===== src/rtl/alu_writeback.sv =====
// Writeback stage behind the 16-bit ALU: queues completed ops in a small FIFO and retires
// one per cycle into the register-file write port, the status register and a retire counter.
module alu_writeback #(
    parameter int DATA_W = 16,
    parameter int FLAG_W = 5,
    parameter int REG_AW = 3,
    parameter int DEPTH  = 2
) (
    input  logic              clk,
    input  logic              rst_n,
    input  logic              in_valid,
    output logic              in_ready,
    input  logic [5:0]        in_opcode,
    input  logic [DATA_W-1:0] in_result,
    input  logic [FLAG_W-1:0] in_flags,
    input  logic [REG_AW-1:0] in_dest,
    input  logic              wb_stall,
    output logic              rf_we,
    output logic [REG_AW-1:0] rf_waddr,
    output logic [DATA_W-1:0] rf_wdata,
    output logic [FLAG_W-1:0] status_flags,
    output logic              fwd_valid,
    output logic [REG_AW-1:0] fwd_addr,
    output logic [DATA_W-1:0] fwd_data,
    output logic [15:0]       retire_cnt
);

    localparam int PTR_W = (DEPTH > 1) ? $clog2(DEPTH) : 1;
    localparam int CNT_W = PTR_W + 1;
    localparam logic [CNT_W-1:0] FULL_CNT = CNT_W'(DEPTH);

    localparam logic [2:0] CLS_RR  = 3'b001;
    localparam logic [2:0] CLS_IMM = 3'b010;
    localparam logic [2:0] CLS_UN  = 3'b011;
    localparam logic [2:0] OP_CMP  = 3'b110;

    logic [5:0]        r_op  [DEPTH];
    logic [DATA_W-1:0] r_res [DEPTH];
    logic [FLAG_W-1:0] r_flg [DEPTH];
    logic [REG_AW-1:0] r_dst [DEPTH];

    logic [PTR_W-1:0]  r_wr_ptr;
    logic [PTR_W-1:0]  r_rd_ptr;
    logic [CNT_W-1:0]  r_count;

    logic              r_rf_we;
    logic [REG_AW-1:0] r_rf_waddr;
    logic [DATA_W-1:0] r_rf_wdata;
    logic [FLAG_W-1:0] r_status;
    logic [15:0]       r_retire_cnt;

    logic              w_full;
    logic              w_empty;
    logic              w_push;
    logic              w_pop;
    logic [5:0]        w_head_op;
    logic [DATA_W-1:0] w_head_res;
    logic [FLAG_W-1:0] w_head_flg;
    logic [REG_AW-1:0] w_head_dst;
    logic              w_head_alu;
    logic              w_head_cmp;
    logic              w_head_wr;

    // Ready comes only from the registered count, so wb_stall never reaches in_ready.
    assign w_full   = (r_count == FULL_CNT);
    assign w_empty  = (r_count == '0);
    assign w_push   = in_valid & ~w_full;
    assign w_pop    = ~w_empty & ~wb_stall;
    assign in_ready = ~w_full;

    assign w_head_op  = r_op[r_rd_ptr];
    assign w_head_res = r_res[r_rd_ptr];
    assign w_head_flg = r_flg[r_rd_ptr];
    assign w_head_dst = r_dst[r_rd_ptr];

    always_comb begin
        w_head_alu = 1'b0;
        w_head_cmp = 1'b0;
        case (w_head_op[5:3])
            CLS_RR, CLS_IMM: begin
                w_head_alu = 1'b1;
                w_head_cmp = (w_head_op[2:0] == OP_CMP);
            end
            CLS_UN:  w_head_alu = 1'b1;
            default: w_head_alu = 1'b0;
        endcase
        w_head_wr = w_head_alu & ~w_head_cmp;
    end

    // Payload storage needs no reset: an entry is only read once the count covers it.
    always_ff @(posedge clk) begin
        if (w_push) begin
            r_op[r_wr_ptr]  <= in_opcode;
            r_res[r_wr_ptr] <= in_result;
            r_flg[r_wr_ptr] <= in_flags;
            r_dst[r_wr_ptr] <= in_dest;
        end
    end

    always_ff @(posedge clk) begin
        if (!rst_n) begin
            r_wr_ptr <= '0;
            r_rd_ptr <= '0;
            r_count  <= '0;
        end else begin
            if (w_push) begin
                r_wr_ptr <= r_wr_ptr + PTR_W'(1);
            end
            if (w_pop) begin
                r_rd_ptr <= r_rd_ptr + PTR_W'(1);
            end
            case ({w_push, w_pop})
                2'b10:   r_count <= r_count + CNT_W'(1);
                2'b01:   r_count <= r_count - CNT_W'(1);
                default: r_count <= r_count;
            endcase
        end
    end

    always_ff @(posedge clk) begin
        if (!rst_n) begin
            r_rf_we      <= 1'b0;
            r_rf_waddr   <= '0;
            r_rf_wdata   <= '0;
            r_status     <= '0;
            r_retire_cnt <= '0;
        end else begin
            r_rf_we <= w_pop & w_head_wr;
            if (w_pop) begin
                r_rf_waddr <= w_head_dst;
                r_rf_wdata <= w_head_res;
                if (w_head_alu) begin
                    r_status     <= w_head_flg;
                    r_retire_cnt <= r_retire_cnt + 16'd1;
                end
            end
        end
    end

    assign rf_we        = r_rf_we;
    assign rf_waddr     = r_rf_waddr;
    assign rf_wdata     = r_rf_wdata;
    assign status_flags = r_status;
    assign retire_cnt   = r_retire_cnt;

    assign fwd_valid = ~w_empty & w_head_wr;
    assign fwd_addr  = w_head_dst;
    assign fwd_data  = w_head_res;

endmodule

===== config.mk =====
export PLATFORM = sky130hd
export DESIGN_NAME = alu_writeback
export DESIGN_NICKNAME = d
export VERILOG_FILES = /design/src/rtl/alu_writeback.sv
export SDC_FILE = /design/constraint.sdc
export NUM_CORES = 1
export LEC_CHECK = 0
export BUFFER_PORTS_ARGS = -buffer_cell sky130_fd_sc_hd__buf_2
export CAP_MARGIN = 30
export CELL_PAD_IN_SITES_DETAIL_PLACEMENT = 0
export CELL_PAD_IN_SITES_GLOBAL_PLACEMENT = 2
export CORE_MARGIN = 5
export CORE_UTILIZATION = 36
export CTS_BUF_LIST = sky130_fd_sc_hd__clkbuf_4 sky130_fd_sc_hd__clkbuf_8
export DETAILED_ROUTE_END_ITERATION = 10
export GPL_TIMING_DRIVEN = 0
export PLACE_DENSITY = 0.91
export SETUP_SLACK_MARGIN = 0.5
export SLEW_MARGIN = 10
export SYNTH_ARGS = -nofsm -noshare
export SYNTH_HDL_FRONTEND = slang
export SYNTH_SLANG_ARGS = --single-unit

===== constraint.sdc =====
create_clock -name clk -period 2.6 [get_ports clk]
set_input_delay 0.52 -clock clk [delete_from_list [all_inputs] [get_ports clk]]
set_output_delay 0.52 -clock clk [all_outputs]
set_load 0.005 [all_outputs]

# Yosys cells after proc, flatten, opt, wreduce, memory -nomap -nowiden
# Memories as Yosys holds them, arrays and structs flattened. A register that Yosys moved wholly into a read port is not among the register bits.
# Cells that the tools add are included.
classes:
  add_sub_neg: 5
  n_eq_ne: 7
  muxes: 11
  bitwise: 9
  reduce_logical: 6
ops:
  columns: ["operator", "n"]
  rows:
  - ["$add A16 B1 Y16 const B", 1]
  - ["$mux W1", 10]
  - ["$eq A3 B2 Y1 const B", 2]
  - ["$and A1 B1 Y1", 5]
  - ["$eq A2 B2 Y1 const B", 2]
  - ["$not A1 Y1", 4]
  - ["$pmux W2 S2", 1]
  - ["$eq A3 B1 Y1 const B", 1]
  - ["$eq A3 B3 Y1 const B", 1]
  - ["$reduce_or A3 Y1", 1]
  - ["$add A1 B1 Y1 const B", 2]
  - ["$add A2 B1 Y2 const B", 1]
  - ["$eq A2 B1 Y1 const B", 1]
  - ["$logic_not A2 Y1", 1]
  - ["$reduce_and A2 Y1", 1]
  - ["$reduce_bool A2 Y1", 1]
  - ["$reduce_or A2 Y1", 1]
  - ["$sub A2 B1 Y2 const B", 1]
  - ["$logic_not A1 Y1", 1]
word_totals:
  ff_bits: 40
  mem_bits_rw: 60
  in_bits: 34
  out_inout_bits: 62
  word_cells: 49
  mem_count: 4
mem_list:
  columns: ["memory", "depth", "word_bits", "rd", "rd_clocked_by_memory_dff", "wr", "line_no", "source"]
  rows:
  - ["r_res", 2, 16, 1, 1, 1, "38", "logic [DATA_W-1:0] r_res [DEPTH];"]
  - ["r_op", 2, 6, 1, 1, 1, "37", "logic [5:0] r_op [DEPTH];"]
  - ["r_flg", 2, 5, 1, 1, 1, "39", "logic [FLAG_W-1:0] r_flg [DEPTH];"]
  - ["r_dst", 2, 3, 1, 1, 1, "40", "logic [REG_AW-1:0] r_dst [DEPTH];"]

# Longest topological paths before layout
logic_depth:
  depth_word: 6
  mapped_depth: 9
  depth_no_buf: 7

# Worst setup path after synthesis
# OpenSTA, ideal clock, no wires.
synth_timing:
  path_kind: "register to register"
  startpoint: "register r_count[0]"
  endpoint: "memory r_dst[0][0], enable pin"
  setup_time_ns: 0.417
  arrival_ns: 1.918
  required_ns: 2.183
  setup_slack_ns: 0.265
  path_stages_with_launch: 4
  path_buffers: 0
  period_less_slack_ns: 2.335
  cell_sequence: "dfxtp_1 > nand2b_1 > nand2_1 > nor2_1"
synth_between:
  elab_chain_len: 5
synth_lines:
  columns: ["item", "line_no", "source"]
  rows:
  - ["from (decl)", "44", "logic [CNT_W-1:0] r_count;"]
  - ["from (signal assigned)", "113", "2'b10: r_count <= r_count + CNT_W'(1);"]
  - ["from (signal assigned)", "114", "2'b01: r_count <= r_count - CNT_W'(1);"]
  - ["from (signal assigned)", "115", "default: r_count <= r_count;"]
  - ["$eq A2 B2 Y1", "65", "assign w_full = (r_count == FULL_CNT);"]
  - ["$not A1 Y1", null, null]
  - ["net in_ready", "12", "output logic in_ready,"]
  - ["$and A1 B1 Y1", "67", "assign w_push = in_valid & ~w_full;"]
  - ["$mux W1", "92", "if (w_push) begin"]
  - ["$mux W1 (implied by the code)", "96", "r_dst[r_wr_ptr] <= in_dest;"]
  - ["to (decl)", "40", null]
# The timed path passes the listed nets, and every way through them passes these cells.

==> results.yml <==
setup_path:
  criticalPathCategory: "reg -> out"
  end_kind: "output pin"
  cp-start-kind: "flop"
  crit_fanout: 2
  worst_r2r_path_depth: 8
  required_ns: 2.08
  arrival_ns: 1.66
clocking:
  clk_pin_slew_ns: 0.09
  cts.sinks: 106
  clk_latency_ns: 0.37
  htreeDepth: 3
  numCtsBuffers: 9
  cts_root_buffer: "clkbuf_8"
  cts_max_path_buffers: 2
  cts_tree: "done"
synthesis:
  synth_area_per_cell_um2: 12.6
  synth_flop_cell: "edfxtp_1"
  syn_area_um2: 4020
  synth_edf_count: 60
  synth_cell_types: 36
  yosys_warnings: 0
  postSynth.asyncResetShare: 0
  ys_seq_area_frac: 0.677
  syn_inst: 319
  synth_nets: 355
  ys_ff_latch: 106
sta:
  drv_slew: 0
  hold_violations: 0
  worst_pin_slew_ns: 0.899
  tns_ns: 0
  finalCriticalPeriod_ns: 2.18
  fin_skew_ns: 0.00873
  rsz0062_at_grt: "yes"
  slew_headroom: 0.399
  setup_violations: 0
  max_freq_mhz: 458
  period_share: 0.840
global_routing:
  grt.total_usage: 0.146
  grt_antenna_before_repair: 0
  overflow: 0
  grt_max_degree: 31
  grt_pass1_wl_um: 14800
  grt_pass1_vias: 2886
power_and_ir_drop:
  vdd_drop_max_uv: 492
  intPower_uw: 3280
  power.share.combinational: 0.285
  clockPowerShare: 0.243
  leakagePower_uw: 0.00193
  p_sw_uw: 1390
  pwr-share-seq: 0.472
  cellPowerDensity_nw_per_um2: 920
  swShare: 0.298
floorplanning:
  die_h_um: 116
  coreArea_um2: 10900
  fp.dieW_um: 116
  ioPinCount: 96
  start_util: 0.369
  rows: 38
  fp.dieArea_um2: 13400
drt:
  drc: 0
  vias_per_cell: 4.94
  drt-wirelength-per-cell_um: 15.9
  detail-route-antenna-nets: 0
  postRouteWirelength_um: 9200
  first_pass_iters: 4
  via_count: 2853
  drtIter0Drc: 107
flow_run:
  cap_violations: 0
layout:
  syn_to_final_growth_pct: 26.1
  final_layout_size_suffix_gt1_frac: 0.359
  fin_nets: 468
  fill_cells: 1016
  final_cell_mix: "buf_2 (94), edfxtp_1 (60), nand2_1 (44), dfxtp_1 (43), a21oi_1 (35)"
  layout_commonest_cell: "buf_2"
  post-route-util: 0.466
  antenna_cells: 0
worst_hold_path:
  hold_depth: 1
  min_path_type: "in -> reg"
placement:
  io_buffers: 94
  hpwl_um: 6480
  gp_congestion: 0.762
status:
  status: "finished clean"
-- flip-flops by register name, summed over array words and instances, names as in the netlist, 2 cells and up, named ones only --
| register | cells |
|---|---|
| r_op | 12 |
| r_res | 32 |
| retire_cnt | 16 |
| r_count | 2 |
| status_flags | 5 |
| r_flg | 10 |
| rf_waddr | 3 |
| r_dst | 6 |
| rf_wdata | 16 |
-- final timing paths --
kind / from / endpoint / slack, ns
setup reg to reg: r_count[0] / r_count[1] / 0.60
setup / recovery: r_op[0][5] / fwd_valid / 0.42
hold / removal: in_flags[1] / r_flg[0][1] / 0.34
hold reg to reg: rf_wdata[15] / rf_wdata[15] / 0.46
-- stage by stage --
stage | setup slack, ns | hold WS (ns) | std cells | total power (µW) | cell area (µm²)
after detailed placement | 0.195 | 0.446 | 554 | 3430 | 4710
final | 0.415 | 0.337 | 577 | 4670 | 5070
after global routing | 0.300 | 0.305 | 577 | 4950 | 5070
after floorplan | 0.578 | 0.453 | 319 | 2910 | 4030
after CTS | 0.393 | 0.311 | 575 | 4680 | 5030
after global placement | 0.180 | 0.443 | 553 | 3380 | 4670
-- synth_stat cells (4+ instances only) --
cell	instances	area [µm²]
nand3_1	8	40.0
nand2b_1	4	25.0
o31a_1	4	35.0
nand4_1	4	25.0
edfxtp_1	60	1800
clkbuf_1	15	56.3
o21a_1	4	30.0
a211oi_1	5	37.5
nor2_1	10	37.5
or4_1	7	52.6
nor4_1	6	37.5
o31ai_1	7	52.6
dfxtp_1	46	921
a21oi_1	35	175
o21ai_0	5	25.0
mux2_2	19	214
mux2i_1	7	70.1
nand2_1	44	165
-- power groups by stage --
stage | clock, µW | sequential, µW | combinational [µW]
global placement | 0 | 2220 | 1160
detailed placement | 0 | 2230 | 1200
CTS | 1160 | 2200 | 1320
global route | 1240 | 2230 | 1480
floorplan | 0 | 2210 | 702
finish | 1130 | 2200 | 1330
-- cell type report --
type | instances | area, µm² | share of cell area
plain buffers | 19 | 136 | 0.0269
clock buffers | 12 | 153 | 0.0301
clock inverters | 4 | 73.8 | 0.0146
inverters | 2 | 7.51 | 0.00148
multi-input cells | 192 | 1250 | 0.246
flip-flops and latches | 106 | 2730 | 0.538
well taps | 140 | 175 | 0.0345
repair buffers | 102 | 551 | 0.109
-- worst max-delay path, stage by stage, from the launching register on --
cell       delay, ns
edfxtp_1        0.39
o32a_1          0.40
clkbuf_8        0.16
clkbuf_16       0.14
nor3_4          0.08
buf_2           0.13
-- what timing repair did --
item / CTS / global route
buffers inserted: 5 / 2
pin swaps: 1 / 2
setup endpoints to repair: 20 / 11
hold buffers: 0 / 0
gates resized for setup: 20 / 9
-- kinds of logic (layout without fill, tap and decap cells) --
logic type               count (synthesis)  in the layout  synth area share
flip-flops                             106            106             0.677
AND/OR/NAND/NOR                         96             96             0.119
AO/OA/AOI/OAI                           62             62            0.0930
multiplexers                            26             26            0.0706
buffers and inverters                   21            139            0.0218
XOR/XNOR                                 6              6            0.0131
adder cells (fa/ha/maj)                  2              2           0.00622
-- layer usage --
metal,wire length (µm),part of all wire,track usage,vias to the layer above
li1,-,-,-,1403
met1,4020,0.44,0.182,1351
met2,4350,0.47,0.232,87
met3,682,0.074,0.0475,12
met4,153,0.017,0.0634,0
met5,0,0,0,-
No activity file was read; power rests on OpenSTA's default activity.
